[src/rtl/cr16_pkg.sv]
// Shared CR16 datapath constants and the PSR flag vector type.
// Used by the operand stage, the ALU and the branch-condition logic.
package cr16_pkg;

   localparam int DATA_W    = 16;
   localparam int ADDR_W    = 4;
   localparam int REG_COUNT = 16;

   // Bit positions inside the {C,L,F,Z,N} flag vector
   localparam int FLAG_C = 4;
   localparam int FLAG_L = 3;
   localparam int FLAG_F = 2;
   localparam int FLAG_Z = 1;
   localparam int FLAG_N = 0;

   typedef logic [4:0] flags_t;

endpackage

[src/rtl/cr16_regfile_2r1w.sv]
// General register file with one synchronous write port and two asynchronous read ports.
// A synchronous active-low clear zeroes every entry and wins over a simultaneous write.
module cr16_regfile_2r1w #(
   parameter int DATA_W    = cr16_pkg::DATA_W,
   parameter int ADDR_W    = cr16_pkg::ADDR_W,
   parameter int REG_COUNT = cr16_pkg::REG_COUNT
) (
   input  logic              clk,
   input  logic              reset,
   input  logic              wr_en,
   input  logic [ADDR_W-1:0] wr_addr,
   input  logic [DATA_W-1:0] wr_data,
   input  logic [ADDR_W-1:0] rd_addr_a,
   input  logic [ADDR_W-1:0] rd_addr_b,
   output logic [DATA_W-1:0] rd_data_a,
   output logic [DATA_W-1:0] rd_data_b
);

   logic [DATA_W-1:0] regs_q [REG_COUNT];
   logic [DATA_W-1:0] regs_d [REG_COUNT];

   always_comb begin
      regs_d = regs_q;
      if (wr_en) begin
         regs_d[wr_addr] = wr_data;
      end
   end

   always_ff @(posedge clk) begin
      if (!reset) begin
         for (int i = 0; i < REG_COUNT; i++) begin
            regs_q[i] <= '0;
         end
      end else begin
         regs_q <= regs_d;
      end
   end

   assign rd_data_a = regs_q[rd_addr_a];
   assign rd_data_b = regs_q[rd_addr_b];

endmodule

[src/rtl/cr16_operand_stage.sv]
// Operand-fetch / writeback stage feeding the CR16 ALU: register file, PSR and
// registered a/b operands with write-first forwarding from the writeback port.
module cr16_operand_stage
   import cr16_pkg::*;
#(
   parameter int DATA_W    = cr16_pkg::DATA_W,
   parameter int REG_COUNT = cr16_pkg::REG_COUNT,
   parameter int ADDR_W    = cr16_pkg::ADDR_W
) (
   input  logic              clk,
   input  logic              reset,
   input  logic              in_valid,
   input  logic              hold,
   input  logic [ADDR_W-1:0] rd_addr_a,
   input  logic [ADDR_W-1:0] rd_addr_b,
   input  logic [DATA_W-1:0] imm,
   input  logic              imm_sel,
   output logic [DATA_W-1:0] a_operand,
   output logic [DATA_W-1:0] b_operand,
   output logic              op_valid,
   input  logic              wr_en,
   input  logic [ADDR_W-1:0] wr_addr,
   input  logic [DATA_W-1:0] wr_data,
   input  flags_t            flag_we,
   input  flags_t            flags_in,
   output flags_t            psr
);

   logic [DATA_W-1:0] rd_data_a, rd_data_b;
   logic [DATA_W-1:0] fwd_a, fwd_b;
   logic [DATA_W-1:0] a_operand_d, a_operand_q;
   logic [DATA_W-1:0] b_operand_d, b_operand_q;
   logic              op_valid_d, op_valid_q;
   flags_t            psr_d, psr_q;

   cr16_regfile_2r1w #(
      .DATA_W    (DATA_W),
      .ADDR_W    (ADDR_W),
      .REG_COUNT (REG_COUNT)
   ) u_regfile (
      .clk       (clk),
      .reset     (reset),
      .wr_en     (wr_en),
      .wr_addr   (wr_addr),
      .wr_data   (wr_data),
      .rd_addr_a (rd_addr_a),
      .rd_addr_b (rd_addr_b),
      .rd_data_a (rd_data_a),
      .rd_data_b (rd_data_b)
   );

   // A register being written this cycle is read as its new value
   always_comb begin
      fwd_a = (wr_en && (wr_addr == rd_addr_a)) ? wr_data : rd_data_a;
      fwd_b = (wr_en && (wr_addr == rd_addr_b)) ? wr_data : rd_data_b;
   end

   always_comb begin
      a_operand_d = a_operand_q;
      b_operand_d = b_operand_q;
      op_valid_d  = op_valid_q;
      psr_d       = psr_q;
      if (!hold) begin
         a_operand_d = fwd_a;
         b_operand_d = imm_sel ? imm : fwd_b;
         op_valid_d  = in_valid;
      end
      for (int i = 0; i < $bits(flags_t); i++) begin
         if (flag_we[i]) begin
            psr_d[i] = flags_in[i];
         end
      end
   end

   always_ff @(posedge clk) begin
      if (!reset) begin
         a_operand_q <= '0;
         b_operand_q <= '0;
         op_valid_q  <= 1'b0;
         psr_q       <= '0;
      end else begin
         a_operand_q <= a_operand_d;
         b_operand_q <= b_operand_d;
         op_valid_q  <= op_valid_d;
         psr_q       <= psr_d;
      end
   end

   assign a_operand = a_operand_q;
   assign b_operand = b_operand_q;
   assign op_valid  = op_valid_q;
   assign psr       = psr_q;

endmodule

[config.mk]
export PLATFORM = sky130hd
export DESIGN_NAME = cr16_operand_stage
export DESIGN_NICKNAME = d
export VERILOG_FILES = /design/src/rtl/cr16_pkg.sv /design/src/rtl/cr16_regfile_2r1w.sv /design/src/rtl/cr16_operand_stage.sv
export SDC_FILE = /design/constraint.sdc
export NUM_CORES = 1
export LEC_CHECK = 0
export CAP_MARGIN = 20
export CORE_ASPECT_RATIO = 0.7
export CORE_UTILIZATION = 49
export DETAILED_ROUTE_END_ITERATION = 7
export HOLD_SLACK_MARGIN = 0.08
export PLACE_DENSITY = 0.68
export SLEW_MARGIN = 10
export SYNTH_ARGS = -nofsm -noshare
export SYNTH_HDL_FRONTEND = slang
export SYNTH_SLANG_ARGS = --single-unit
[constraint.sdc]
create_clock -name clk -period 2.72 [get_ports clk]
set_clock_uncertainty 0.2 [all_clocks]
set_input_delay 0.816 -clock clk [delete_from_list [all_inputs] [get_ports clk]]
set_output_delay 0.816 -clock clk [all_outputs]
set_load 0.03 [all_outputs]
# Word level (Yosys, flattened, before mapping)
# Cells that the tools add are included.
# Widths: inputs -> output; s select.
op_classes:
  mux: 12
  order_cmp: 4
  bitwise_logic: 3
  reduce_logical: 3
  eq_ne: 2
op_table:
  columns: ["operator", "n"]
  rows:
  - ["$bwmux 256", 1]
  - ["$bmux 16 s4", 2]
  - ["$mux 16", 8]
  - ["$demux 16 s4", 1]
  - ["$ge 5x5->1 const B", 3]
  - ["$not 4->5", 3]
  - ["$eq 4x4->1", 2]
  - ["$lt 5x1->1 const B", 1]
  - ["$logic_and 1x1->1", 3]
word_totals:
  wordCells: 48
  output_inout_bits: 38
  reg_bits: 294
  input_bits: 60

# Logic depth before layout (Yosys ltp)
depth:
  ltp_word: 6
  ltp_mapped: 9
  ltp_nobuf: 5

# Cells and area by module
# A second synthesis with hierarchy kept.
hier_totals:
  hier_cells: 1767
  area_unflattened_um2: 16828.6
by_module_without_submodules:
  columns: ["module", "cells_each", "seq_area_each_um2", "area_per_inst_um2", "instances"]
  rows:
  - ["cr16_regfile_2r1w", 1495, 5124.9, 14627.8, 1]
  - ["cr16_operand_stage", 272, 760.7, 2200.9, 1]

# Worst setup path before layout
# No wires, ideal clock.
synth_timing:
  kind: "in2reg"
  startpoint: "input port rd_addr_b[1]"
  endpoint: "register b_operand_q[6], in the netlist b_operand[6]"
  setup_ns: 0.122
  path_slack_ns: 0.197
  path_stages: 7
  t_arrival_ns: 2.201
  required_ns: 2.398
  path_cell_list: "buf_6 buf_2 mux4_2 o22ai_1 nor3_1 o31ai_1 a21oi_1"
synth_between:
  elab_chain_len: 6
synth_rtl:
  columns: ["item", "line_no", "rtl"]
  rows:
  - ["start, declared", "cr16_operand_stage.sv:15", "input logic [ADDR_W-1:0] rd_addr_b,"]
  - ["$not 4->5 (implied by the code)", "cr16_regfile_2r1w.sv:40", "assign rd_data_b = regs_q[rd_addr_b];"]
  - ["$bmux 16 s4", "cr16_regfile_2r1w.sv:40", null]
  - ["$mux 16 (implied by the code) (2 in series)", "cr16_regfile_2r1w.sv:40", null]
  - ["$mux 16 *", "cr16_operand_stage.sv:55", "fwd_b = (wr_en && (wr_addr == rd_addr_b)) ? wr_data : rd_data_b;"]
  - ["$mux 16 *", "cr16_operand_stage.sv:65", "b_operand_d = imm_sel ? imm : fwd_b;"]
  - ["end signal, assigned", "cr16_operand_stage.sv:83", "b_operand_q <= b_operand_d;"]
  - ["end, declared", "cr16_operand_stage.sv:32", "logic [DATA_W-1:0] b_operand_d, b_operand_q;"]
# Mark *: on every way between the ends. The rest lies on a longest branch, timed or not. The select of a mux whose other input is x is not followed.
# A chain may end at the register's enable or synchronous reset.

# Worst setup path after layout
layout_timing:
  startpoint: "register a_operand_q[14], in the netlist a_operand[14]"
  endpoint: "output port a_operand[14]"
layout_lines:
  columns: ["item", "line_no", "rtl"]
  rows:
  - ["start, declared", "cr16_operand_stage.sv:31", "logic [DATA_W-1:0] a_operand_d, a_operand_q;"]
  - ["start signal, assigned", "cr16_operand_stage.sv:82", "a_operand_q <= a_operand_d;"]
  - ["end, declared", "cr16_operand_stage.sv:18", "output logic [DATA_W-1:0] a_operand,"]
# No word-level cell between the ends.

==> impl_metrics.yaml <==
sta:
  hold_viol: 0
  finalCriticalPeriod_ns: 2.676
  drv_slew: 0
  min_period_over_period_pct: 98.39
  whs_ns: 0.2675
  layout_setup_ws_ns: 0.04378
  relSlewSlack_pct: 57.26
  tns_ns: 0
  setup_viol: 0
  tightest_slew_ns: 0.6411
  max_freq_ghz: 0.3737
  rsz0062_at_grt: "no"
worst_setup_path:
  critPathMaxStageDelay_ns: 0.70
  cp_data_required_time_ns: 1.70
  cp-start-kind: "flip-flop"
  path_class: "flip-flop to primary output"
  path_delay_family: "buffers and inverters"
  slowest_stage: "clkdlybuf4s50_1"
  worst-path-buf-inv: 1
  path_cells: "clkdlybuf4s50_1"
  end_kind: "primary output"
  arrival_ns: 1.66
  crit_start: "a_operand[14]$_SDFFE_PN0N_"
  path_max_fanout: 2
  r2r_start: "u_regfile.regs_q[86]$_SDFFE_PN0P_"
finish:
  layout_commonest_cell: "nand2_1"
  layout.nets: 1814
  fin_area_mm2: 0.01877
  utilization_pct: 61.65
  area_delta_synth_final_pct: 21.99
  most-common-layout-cells: "nand2_1 (461), dfxtp_1 (294), a21boi_0 (211)"
  drive_above_1_share_pct: 19.67
  n_fill_cell: 2504
  final-seq-area_mm2: 0.005886
  multi_input_area_mm2: 0.008751
  layout.cells.non_filler: 2188
worst_hold_path:
  hold_class: "flip-flop to flip-flop"
  min_from: "u_regfile.regs_q[249]$_SDFFE_PN0P_"
logic_synthesis:
  yosys.cell_types.count: 45
  yosys_warnings: 0
  yosys.area.top_type: "dfxtp_1"
  syn_area_mm2: 0.01538
  avgSynthCellArea_um2: 9.357
  async_flop_share_pct: 0
  synthTopCellsByArea: "dfxtp_1 (38%), mux4_2 (16%), nand2_1 (11%)"
  yosysSeqAreaShare_pct: 38.26
  synthCells: 1644
  synth_fp_nets: 1704
  synth_top_flop_cell: "dfxtp_1"
  synth-edff-count: 0
  netlist.area_leader.share_pct: 38.26
  ys_ff_latch: 294
flow_run:
  maxCapViolCount: 0
pwr:
  leakagePower_nw: 6.277
  p_seq_share_pct: 44.9
  ir_drop_uv: 351.6
  combPwrFrac_pct: 12.7
  intPower_mw: 7.380
  power_mw: 9.910
  powerDensity_mw_per_mm2: 528.1
  p_clk_share_pct: 42.4
  p_sw_mw: 2.529
  swShare_pct: 25.52
clock_network:
  cts-root-buf: "clkbuf_16"
  clock-sinks: 294
  cts_buffers: 30
  h-tree-depth: 1
  clockBufferDepth: 3
  clkTransAtPathRegs_ns: 0.06
  clock_latency_ns: 0.58
  ctsHoldBuffers: 0
  postCtsSetupBuffers: 0
  cts_tree: "done"
route:
  drcViolationCount: 0
  ant_nets: 0
  finalWirelength_mm: 50.65
  viasPerCell: 6.161
  first_iter_violations: 1616
  drt-pass1-iter-count: 5
  avgRoutedWirePerCell_um: 23.15
  dr_total_vias: 13480
global_routing:
  gr-total-overflow: 0
  grt_first_pass_wirelength_mm: 76.58
  grt_max_degree: 53
  first_global_vias: 12820
  antenna_found_initial: 2
  grtUsageTotal_pct: 31.94
floorplan:
  die_h_um: 150.2
  coreArea_mm2: 0.03044
  start_util_pct: 50.54
  die_w_um: 213.8
  ios: 98
  dieArea_mm2: 0.03212
  rows: 53
run_status:
  status: "complete, no violations"
placement:
  dp_cells: 2133
  port_buffers: 97
  dp_hpwl_mm: 35.18
  post-place-ws_ns: -0.3172
  place_congestion: 0.9125
  placed_area_mm2: 0.01777
[timing repair]
action,in CTS,in global routing
endpoints found under the hold margin,0,0
resized for setup,0,1
setup endpoints to repair,0,1
[final cells by class]
| cell class | instances | area share, % |
|---|---|---|
| antenna | 2 | 0.02667 |
| clock buffer | 40 | 4.474 |
| clock inverter | 12 | 0.7534 |
| inverter | 1 | 0.02000 |
| multi-input combinational | 1182 | 46.63 |
| sequential | 294 | 31.36 |
| tap | 412 | 2.747 |
| timing repair buffer | 245 | 13.98 |
[synth_stat cells, types with 2 or more instances]
cell	count
buf_4	5
o221ai_1	16
nor2b_1	59
buf_2	33
o22ai_1	16
nand3_1	5
buf_1	3
a22o_1	16
clkbuf_1	121
nand2b_1	3
a31oi_1	17
dfxtp_1	294
a21boi_0	211
a21oi_1	48
nor3_2	3
buf_12	2
o31ai_2	9
and2_1	2
nor3b_1	17
buf_6	3
a21boi_1	13
and3b_1	2
nand2_1	461
mux2_2	16
mux4_2	112
nor2_2	4
a22oi_1	32
a211oi_1	16
o31ai_1	7
nor2_1	9
o21ai_0	16
mux2i_1	38
xor2_1	6
nor3_4	2
nor3_1	17
[metal layers]
metal / global-route usage (%) / up-vias / routed length (um)
li1: - / 6064 / -
met5: 0 / - / 13
met2: 47.79 / 725 / 21620
met3: 7.196 / 122 / 5760
met4: 9.429 / 2 / 1504
met1: 45.94 / 6567 / 21750
[cells by family (layout without fill, tap and decap cells)]
| kind of cell | count (synthesis) | count (layout) | share of synthesized area, % |
|---|---|---|---|
| DFF | 294 | 294 | 38.26 |
| other | 0 | 2 | 0 |
| xor gates and xnor gates | 8 | 8 | 0.5043 |
| buffers and inverters | 168 | 298 | 4.848 |
| and+or+nand+nor | 591 | 591 | 16.75 |
| muxes | 166 | 166 | 20.04 |
| AOI/OAI and AO/OA | 417 | 417 | 19.59 |
[state kept, by name, summed over array words and instances, names as in the netlist]
name              count
op_valid              1
a_operand            16
b_operand            16
u_regfile.regs_q    256
psr                   5
[power by group through the flow]
stage                     logic, mW  registers, mW  clock network (mW)
after floorplan               0.640           4.59                   0
after global placement         1.22           4.54                   0
after detailed placement       1.24           4.54                   0
after CTS                      1.24           4.45                4.25
after global routing           1.32           4.45                4.42
final                          1.26           4.45                4.20
[path summary, 6_finish.rpt]
check | end | slack, ns | cells past startpoint
min | u_regfile.regs_q[249]$_SDFFE_PN0P_ | 0.27 | 2
max | a_operand[14] | 0.04 | 1
max reg2reg | b_operand[6]$_SDFFE_PN0N_ | 0.62 | 6
min reg2reg | u_regfile.regs_q[249]$_SDFFE_PN0P_ | 0.27 | 2
(Power assumes the default switching activity.)
